<file path="config.mk">
export PLATFORM = sky130hd
export DESIGN_NAME = inv_round_key_gen_flat
export DESIGN_NICKNAME = d
export VERILOG_FILES = /design/src/rtl/inv_round_key_gen_pkg.sv /design/src/rtl/inv_round_key_gen_if.sv /design/src/rtl/aes_sbox.sv /design/src/rtl/inv_round_key_gen.sv /design/src/flat_wrapper.sv
export SDC_FILE = /design/constraint.sdc
export NUM_CORES = 1
export LEC_CHECK = 0
export ABC_CLOCK_PERIOD_IN_PS = 4600
export BUFFER_PORTS_ARGS = -buffer_cell sky130_fd_sc_hd__buf_2
export CORE_AREA = 3 3 339 341
export DETAILED_ROUTE_END_ITERATION = 7
export DIE_AREA = 0 0 342 344
export HOLD_SLACK_MARGIN = 0.1
export PLACE_DENSITY_LB_ADDON = 0.25
export SLEW_MARGIN = 20
export SYNTH_ARGS = -nofsm -noshare
export SYNTH_HDL_FRONTEND = slang
export SYNTH_SLANG_ARGS = --single-unit
</file>
<file path="constraint.sdc">
create_clock -name clk -period 4.6 [get_ports clk]
set_clock_uncertainty 0.2 [all_clocks]
set_input_delay 0.46 -clock clk [delete_from_list [all_inputs] [get_ports clk]]
set_output_delay 0.46 -clock clk [all_outputs]
set_load 0.02 [all_outputs]
</file>
<file path="src/rtl/inv_round_key_gen_pkg.sv">
// -----------------------------------------------------------------------------
// inv_round_key_gen_pkg
// Shared AES-128 constants and helpers for the decrypt-side round-key source.
//   - Byte-lane and key geometry (WORD_SIZE, ARRAY_SIZE, KEY_W)
//   - AES-128 schedule shape (NB, NK, NR)
//   - Round-constant table Rcon[1..10] and the GF(2^8) xtime step
//   - FSM state encoding for the round-key generator
// -----------------------------------------------------------------------------
package inv_round_key_gen_pkg;

  localparam int WORD_SIZE  = 8;
  localparam int ARRAY_SIZE = 16;
  localparam int KEY_W      = WORD_SIZE * ARRAY_SIZE;

  localparam int NB = 4;
  localparam int NK = 4;
  localparam int NR = 10;

  // Rcon[1] .. Rcon[10]; entry i-1 holds the constant used to build round i.
  localparam logic [7:0] RCON_TABLE [NR] = '{
    8'h01, 8'h02, 8'h04, 8'h08, 8'h10,
    8'h20, 8'h40, 8'h80, 8'h1b, 8'h36
  };

  typedef enum logic [1:0] {
    ST_IDLE   = 2'd0,
    ST_EXPAND = 2'd1,
    ST_READY  = 2'd2
  } state_t;

  // Multiply by x in GF(2^8) with the AES reduction polynomial.
  function automatic logic [7:0] xtime(input logic [7:0] b);
    return {b[6:0], 1'b0} ^ (b[7] ? 8'h1b : 8'h00);
  endfunction

  // Round constant for a given round number; rounds outside 1..NR give zero.
  function automatic logic [7:0] rconLookup(input logic [3:0] round);
    logic [7:0] rc;
    rc = 8'h00;
    for (int i = 1; i <= NR; i++) begin
      if (round == 4'(i)) rc = RCON_TABLE[i-1];
    end
    return rc;
  endfunction

endpackage

</file>
<file path="src/rtl/inv_round_key_gen_if.sv">
// -----------------------------------------------------------------------------
// inv_round_key_gen_if
// Handshake bundle between a key consumer (master) and the round-key
// generator (slave).
//   enable    : clock enable, all generator state holds while low
//   load      : capture key and start the forward expansion
//   key       : 128-bit cipher key, byte j at [j*8 +: 8]
//   next      : consumer accepts the current round key
//   round_key : current round key, same byte layout as key
//   round_idx : round number of round_key (10 down to 0)
//   valid     : round_key/round_idx are meaningful
//   done      : one-cycle pulse after round 0 has been accepted
// -----------------------------------------------------------------------------
interface inv_round_key_gen_if;
  import inv_round_key_gen_pkg::*;

  logic             enable;
  logic             load;
  logic [KEY_W-1:0] key;
  logic             next;
  logic [KEY_W-1:0] round_key;
  logic [3:0]       round_idx;
  logic             valid;
  logic             done;

  modport master (
    output enable, load, key, next,
    input  round_key, round_idx, valid, done
  );

  modport slave (
    input  enable, load, key, next,
    output round_key, round_idx, valid, done
  );

endinterface

</file>
<file path="src/rtl/aes_sbox.sv">
// -----------------------------------------------------------------------------
// aes_sbox
// Combinational AES forward S-box.
//   i_byte : input byte
//   o_byte : SubBytes(i_byte)
// The table is stored with entry 0x00 in the most significant byte, so entry b
// lives at bit offset (255-b)*8; ~i_byte is exactly 255-b.
// -----------------------------------------------------------------------------
module aes_sbox (
  input  logic [7:0] i_byte,
  output logic [7:0] o_byte
);

  localparam logic [2047:0] SBOX_TABLE = {
    128'h637c777bf26b6fc53001672bfed7ab76,
    128'hca82c97dfa5947f0add4a2af9ca472c0,
    128'hb7fd9326363ff7cc34a5e5f171d83115,
    128'h04c723c31896059a071280e2eb27b275,
    128'h09832c1a1b6e5aa0523bd6b329e32f84,
    128'h53d100ed20fcb15b6acbbe394a4c58cf,
    128'hd0efaafb434d338545f9027f503c9fa8,
    128'h51a3408f929d38f5bcb6da2110fff3d2,
    128'hcd0c13ec5f974417c4a77e3d645d1973,
    128'h60814fdc222a908846eeb814de5e0bdb,
    128'he0323a0a4906245cc2d3ac629195e479,
    128'he7c8376d8dd54ea96c56f4ea657aae08,
    128'hba78252e1ca6b4c6e8dd741f4bbd8b8a,
    128'h703eb5664803f60e613557b986c11d9e,
    128'he1f8981169d98e949b1e87e9ce5528df,
    128'h8ca1890dbfe6426841992d0fb054bb16
  };

  logic [10:0] w_bitIdx;

  // Bit offset of the selected table entry.
  assign w_bitIdx = {~i_byte, 3'b000};

  // Table read.
  always_comb begin
    o_byte = SBOX_TABLE[w_bitIdx +: 8];
  end

endmodule

</file>
<file path="src/rtl/inv_round_key_gen.sv">
// -----------------------------------------------------------------------------
// inv_round_key_gen
// Decrypt-side round-key source. Expands the cipher key forward to round 10,
// then walks the schedule backwards, presenting round keys 10, 9, ..., 0 one
// per valid/next handshake. Only the current round key is stored.
//   clk : clock
//   rst : synchronous active-high reset
//   bus : inv_round_key_gen_if slave (enable, load, key, next in;
//         round_key, round_idx, valid, done out)
// -----------------------------------------------------------------------------
module inv_round_key_gen
  import inv_round_key_gen_pkg::*;
(
  input logic                clk,
  input logic                rst,
  inv_round_key_gen_if.slave bus
);

  state_t           r_state;
  logic [KEY_W-1:0] r_roundKey;
  logic [3:0]       r_roundIdx;
  logic [7:0]       r_rcon;
  logic             r_valid;
  logic             r_done;

  logic [31:0]      w_w0, w_w1, w_w2, w_w3;
  logic [31:0]      w_back3;
  logic [31:0]      w_sboxIn;
  logic [31:0]      w_rotWord;
  logic [31:0]      w_subWord;
  logic [7:0]       w_rconSel;
  logic [31:0]      w_mix;
  logic [31:0]      w_fwd0, w_fwd1, w_fwd2, w_fwd3;
  logic [KEY_W-1:0] w_fwdKey;
  logic [KEY_W-1:0] w_bwdKey;

  // Split the held round key into its four schedule words (word c = bytes 4c..4c+3).
  assign w_w0 = r_roundKey[31:0];
  assign w_w1 = r_roundKey[63:32];
  assign w_w2 = r_roundKey[95:64];
  assign w_w3 = r_roundKey[127:96];

  // Going backwards, the previous round's w3 is recovered first; it is the word
  // that fed SubWord when that round was built, so it drives the shared S-boxes.
  assign w_back3   = w_w3 ^ w_w2;
  assign w_sboxIn  = (r_state == ST_READY) ? w_back3 : w_w3;
  assign w_rotWord = {w_sboxIn[7:0], w_sboxIn[31:8]};

  // Four S-box lanes shared by the forward and backward steps.
  for (genvar g = 0; g < 4; g++) begin : g_sbox
    aes_sbox u_sbox (
      .i_byte (w_rotWord[8*g +: 8]),
      .o_byte (w_subWord[8*g +: 8])
    );
  end

  // Forward steps track the constant in a register; backward steps index the
  // table by the round being undone. Rcon sits in the lowest-index byte.
  assign w_rconSel = (r_state == ST_READY) ? rconLookup(r_roundIdx) : r_rcon;
  assign w_mix     = w_subWord ^ {24'h000000, w_rconSel};

  // One forward schedule round.
  assign w_fwd0   = w_w0 ^ w_mix;
  assign w_fwd1   = w_w1 ^ w_fwd0;
  assign w_fwd2   = w_w2 ^ w_fwd1;
  assign w_fwd3   = w_w3 ^ w_fwd2;
  assign w_fwdKey = {w_fwd3, w_fwd2, w_fwd1, w_fwd0};

  // One backward schedule round, undoing the chained XORs from the top word down.
  assign w_bwdKey = {w_back3, w_w2 ^ w_w1, w_w1 ^ w_w0, w_w0 ^ w_mix};

  // Control FSM and round-key register. load restarts from any state and beats
  // next; done is cleared on every enabled cycle so it lasts exactly one.
  always_ff @(posedge clk) begin
    if (rst) begin
      r_state    <= ST_IDLE;
      r_roundKey <= '0;
      r_roundIdx <= 4'd0;
      r_rcon     <= 8'h01;
      r_valid    <= 1'b0;
      r_done     <= 1'b0;
    end else if (bus.enable) begin
      r_done <= 1'b0;
      if (bus.load) begin
        r_state    <= ST_EXPAND;
        r_roundKey <= bus.key;
        r_roundIdx <= 4'd0;
        r_rcon     <= 8'h01;
        r_valid    <= 1'b0;
      end else begin
        case (r_state)
          ST_IDLE: begin
            r_state <= ST_IDLE;
          end
          ST_EXPAND: begin
            r_roundKey <= w_fwdKey;
            r_roundIdx <= r_roundIdx + 4'd1;
            r_rcon     <= xtime(r_rcon);
            if (r_roundIdx == 4'(NR - 1)) begin
              r_state <= ST_READY;
              r_valid <= 1'b1;
            end
          end
          ST_READY: begin
            if (bus.next) begin
              if (r_roundIdx != 4'd0) begin
                r_roundKey <= w_bwdKey;
                r_roundIdx <= r_roundIdx - 4'd1;
              end else begin
                r_state <= ST_IDLE;
                r_valid <= 1'b0;
                r_done  <= 1'b1;
              end
            end
          end
          default: begin
            r_state <= ST_IDLE;
            r_valid <= 1'b0;
          end
        endcase
      end
    end
  end

  // Registered outputs.
  assign bus.round_key = r_roundKey;
  assign bus.round_idx = r_roundIdx;
  assign bus.valid     = r_valid;
  assign bus.done      = r_done;

endmodule

</file>
<file path="src/flat_wrapper.sv">
// flat-port wrapper written by rule: the top's interface ports become plain ports
module inv_round_key_gen_flat import inv_round_key_gen_pkg::*;
  (clk, rst, bus_enable, bus_load, bus_key, bus_next, bus_round_key, bus_round_idx, bus_valid, bus_done);
  inv_round_key_gen_if bus_i ();
  input logic clk;
  input logic rst;
  input wire logic [$bits(bus_i.enable)-1:0] bus_enable;
  input wire logic [$bits(bus_i.load)-1:0] bus_load;
  input wire logic [$bits(bus_i.key)-1:0] bus_key;
  input wire logic [$bits(bus_i.next)-1:0] bus_next;
  output wire logic [$bits(bus_i.round_key)-1:0] bus_round_key;
  output wire logic [$bits(bus_i.round_idx)-1:0] bus_round_idx;
  output wire logic [$bits(bus_i.valid)-1:0] bus_valid;
  output wire logic [$bits(bus_i.done)-1:0] bus_done;
  assign bus_i.enable = bus_enable;
  assign bus_i.load = bus_load;
  assign bus_i.key = bus_key;
  assign bus_i.next = bus_next;
  assign bus_round_key = bus_i.round_key;
  assign bus_round_idx = bus_i.round_idx;
  assign bus_valid = bus_i.valid;
  assign bus_done = bus_i.done;
  inv_round_key_gen u_core (.clk(clk), .rst(rst), .bus(bus_i));
endmodule
</file>
==> flow_metrics.py <==
metrics = {
    "logic_synthesis": {
        "synthDistinctLibCells": 115,
        "synth_nets": 4288,
        "synth_edf_count": 0,
        "synth-simple-area-share": 0.254,
        "ys_seq_area_frac": 0.103,
        "synth_top_family_by_area": "compound AO/OA/AOI/OAI gates",
        "synth_compound_area_frac": 0.386,
        "synth_xor_area_frac": 0.0812,
        "ys_ff_latch": 144,
        "synth_flop_cell": "dfxtp_1",
        "postSynthAreaPerCell_sq_um": 6.84,
        "synthArstFlopShare": 0,
        "synth_fa_ha_area_frac": 0.0268,
        "yosysWarnings": 0,
        "postSynthCellCount": 4095,
        "synthMuxAreaShare": 0.0600,
        "syn-cell-area_sq_um": 28000,
    },
    "critical_path": {
        "ff2ff_path_depth": 17,
        "worstReg2RegStart": "u_core.r_state[0]",
        "cpLargestDelayFamily": "compound AO/OA/AOI/OAI gates",
        "crit_type": "reg -> reg",
        "start_kind": "flip-flop",
        "cp-end-kind": "flip-flop",
        "r2r-end": "u_core.bus.round_key[93]",
        "critPathLaunch": "u_core.r_state[0]",
        "worstPathCellList": "buf_12 > nand3b_1 > xnor2_4 > inv_1 > buf_12 > ha_2 > o22ai_1 > a22oi_1 > o21ai_0 > o21ai_0 > o221ai_1 > a32oi_2 > buf_4 > mux2i_1 > xnor2_1 > or4_1 > a31oi_1",
        "slowest_stage": "ha_2",
        "worst-path-max-fanout": 21,
        "required_ns": 4.80,
        "critical-path-max-stage-delay_ns": 0.42,
        "cp.arrival_ns": 4.68,
        "r2r_setup_slack_ns": 0.12,
        "cp.buffers_inverters": 4,
    },
    "floorplanning": {
        "initial_utilization": 0.250,
        "die_y_microns": 344,
        "io_pins": 267,
        "coreArea_sq_um": 112000,
        "rows": 123,
        "dieArea_sq_um": 118000,
        "die_w_microns": 342,
    },
    "sta": {
        "setup_viol": 0,
        "timing.final.crit_share": 0.974,
        "tns_ns": 0,
        "hold_viol_final": 0,
        "period_minus_slack_ns": 4.48,
        "worst_pin_slew_ns": 1.14,
        "final_max_slew_viol_count": 0,
        "slew-limit-headroom": 0.228,
        "fmaxAchievable_ghz": 0.223,
        "setup_slack_ns": 0.119,
        "rsz0062_at_grt": "true",
    },
    "placement": {
        "routabilityCongestion": 1.00,
        "dp.cells": 6059,
        "placed_cell_area_sq_um": 34800,
        "place_ws_ns": -0.287,
        "place_hpwl_mm": 139,
        "numPortBuffers": 266,
    },
    "finish": {
        "fin_area_sq_um": 36300,
        "fill_cells": 12196,
        "multi_input_area_sq_um": 23100,
        "drive_above_1_share": 0.252,
        "nets": 4824,
        "layoutNonFillerInstCount": 6146,
        "syn2layout_area_growth_pct": 29.6,
        "final_common_cell": "buf_4",
        "final_cell_mix": "buf_4 (636), nor2_1 (393), nand2_1 (355)",
        "regArea_sq_um": 2890,
    },
    "clock_network": {
        "clk-insertion-delay-late_ns": 0.50,
        "cts.sink_count": 144,
        "path_clk_slew_ns": 0.09,
        "cts_tree": "built",
        "cts_buffers": 17,
        "clk_path_buf_depth": 2,
        "ctsHtreeMaxLevel": 4,
        "cts-root-buf": "clkbuf_16",
    },
    "drt": {
        "firstDrtPassIters": 6,
        "ant_nets": 0,
        "wl_mm": 181,
        "drt-initial-drc-count": 4436,
        "route.detailed.drc": 0,
        "dr_total_vias": 37661,
        "viasPerCell": 6.13,
        "wl_per_cell_microns": 29.4,
    },
    "hold_path": {
        "holdPathStages": 3,
        "hold_path.class": "in -> reg",
        "min_to": "u_core.bus.round_key[67]",
        "hold_start": "bus_key[67]",
    },
    "pwr": {
        "vdd_drop_max_v": 0.000270,
        "p_leak_nw": 14.5,
        "power_per_cell_area_nw_per_um2": 464,
    },
    "grt": {
        "grt_pass1_vias": 34852,
        "grt_remaining_overflow": 0,
        "grt_max_degree": 68,
        "track_usage": 0.294,
        "grt_pass1_wl_mm": 259,
        "antenna_found_initial": 3,
    },
    "outcome": {
        "status": "finished, final reports clean",
    },
    "flow_run": {
        "cap_violations": 0,
    },
}
sequential cells by signal, indices dropped and copies added, names as in the netlist:
name and count:
u_core.bus.valid 1, u_core.bus.round_key 128, u_core.r_rcon 8, u_core.r_state 2, u_core.bus.done 1, u_core.bus.round_idx 4
where the power goes:
group | total (W) | leakage [nW] | internal (W) | switching [W]
Clock | 0.00155 | 0.293 | 0.000738 | 0.000808
Combinational | 0.0134 | 13.1 | 0.00536 | 0.00807
Sequential | 0.00188 | 1.18 | 0.00143 | 0.000450
Total | 0.0168 | 14.5 | 0.00752 | 0.00933
routing by layer:
| layer | GRT usage | wire (microns) | part of all wire | vias up |
|---|---|---|---|---|
| li1 | - | - | - | 16704 |
| met4 | 0.106 | 7540 | 0.042 | 2 |
| met2 | 0.453 | 78300 | 0.43 | 2316 |
| met3 | 0.0485 | 17300 | 0.096 | 354 |
| met1 | 0.410 | 77400 | 0.43 | 18285 |
| met5 | 0 | 13 | 0.000072 | - |
Yosys cell counts (60+ instances only):
master,number,share of area
mux2i_1,116,0.041
buf_2,142,0.025
ha_1,60,0.027
a31oi_1,104,0.023
dfxtp_1,144,0.10
nand2_1,356,0.048
o211ai_1,87,0.023
clkbuf_1,254,0.034
o21ai_0,245,0.044
a211oi_1,73,0.020
a21oi_1,321,0.057
nor3_1,151,0.027
inv_1,65,0.0087
o22ai_1,63,0.014
nand3_1,148,0.026
nor2_1,397,0.053
xor2_1,70,0.022
xnor2_1,120,0.038
worst max path at each step:
stage	to	slack, ns	cells past startpoint
after detailed placement	u_core.bus.round_key[102]	-0.29	17
after CTS	u_core.bus.round_key[93]	0.02	17
after global routing	u_core.bus.round_key[85]	-0.05	18
after floorplan	u_core.bus.round_key[81]	0.09	18
final	u_core.bus.round_key[93]	0.12	17
after global placement	u_core.bus.round_key[102]	-0.31	17
cells by family after synthesis:
group,after synthesis
xor gates and xnor gates,218
AOI/OAI and AO/OA,1533
muxes,146
buffers and inverters,552
adders and majority gates,60
DFF,144
and+or+nand+nor,1442
through the flow:
stage          hold WS, ns   util  power, W
3_3_place_gp         0.269  0.310    0.0149
6_report             0.103  0.324    0.0168
4_1_cts              0.104  0.320    0.0163
3_5_place_dp         0.269  0.310    0.0147
5_1_grt              0.119  0.324    0.0177
2_1_floorplan        0.288      -   0.00887
area by class of cell:
cell class | instances | area share
multi-input combinational | 3399 | 0.637
inverter | 75 | 0.00789
clock inverter | 15 | 0.00510
sequential | 144 | 0.0795
timing repair buffer | 994 | 0.207
tap | 1500 | 0.0517
clock buffer | 17 | 0.0117
antenna | 2 | 0.000138
what timing repair did:
| item | CTS | global route |
|---|---|---|
| setup buffers | 1 | 8 |
| hold buffers | 43 | 0 |
| gates cloned | 0 | 1 |
| pin swaps | 1 | 12 |
| endpoints found under the hold margin | 43 | 0 |
| resized for setup | 12 | 64 |
| setup endpoints to repair | 19 | 52 |
worst min-delay path: cells and delay by family:
| kind | cells | cell delay (ns) |
|---|---|---|
| AO/OA/AOI/OAI | 1 | 0.09 |
| buffers and inverters | 1 | 0.10 |
| AND/OR/NAND/NOR | 1 | 0.11 |
No activity file was read; power rests on OpenSTA's default activity.
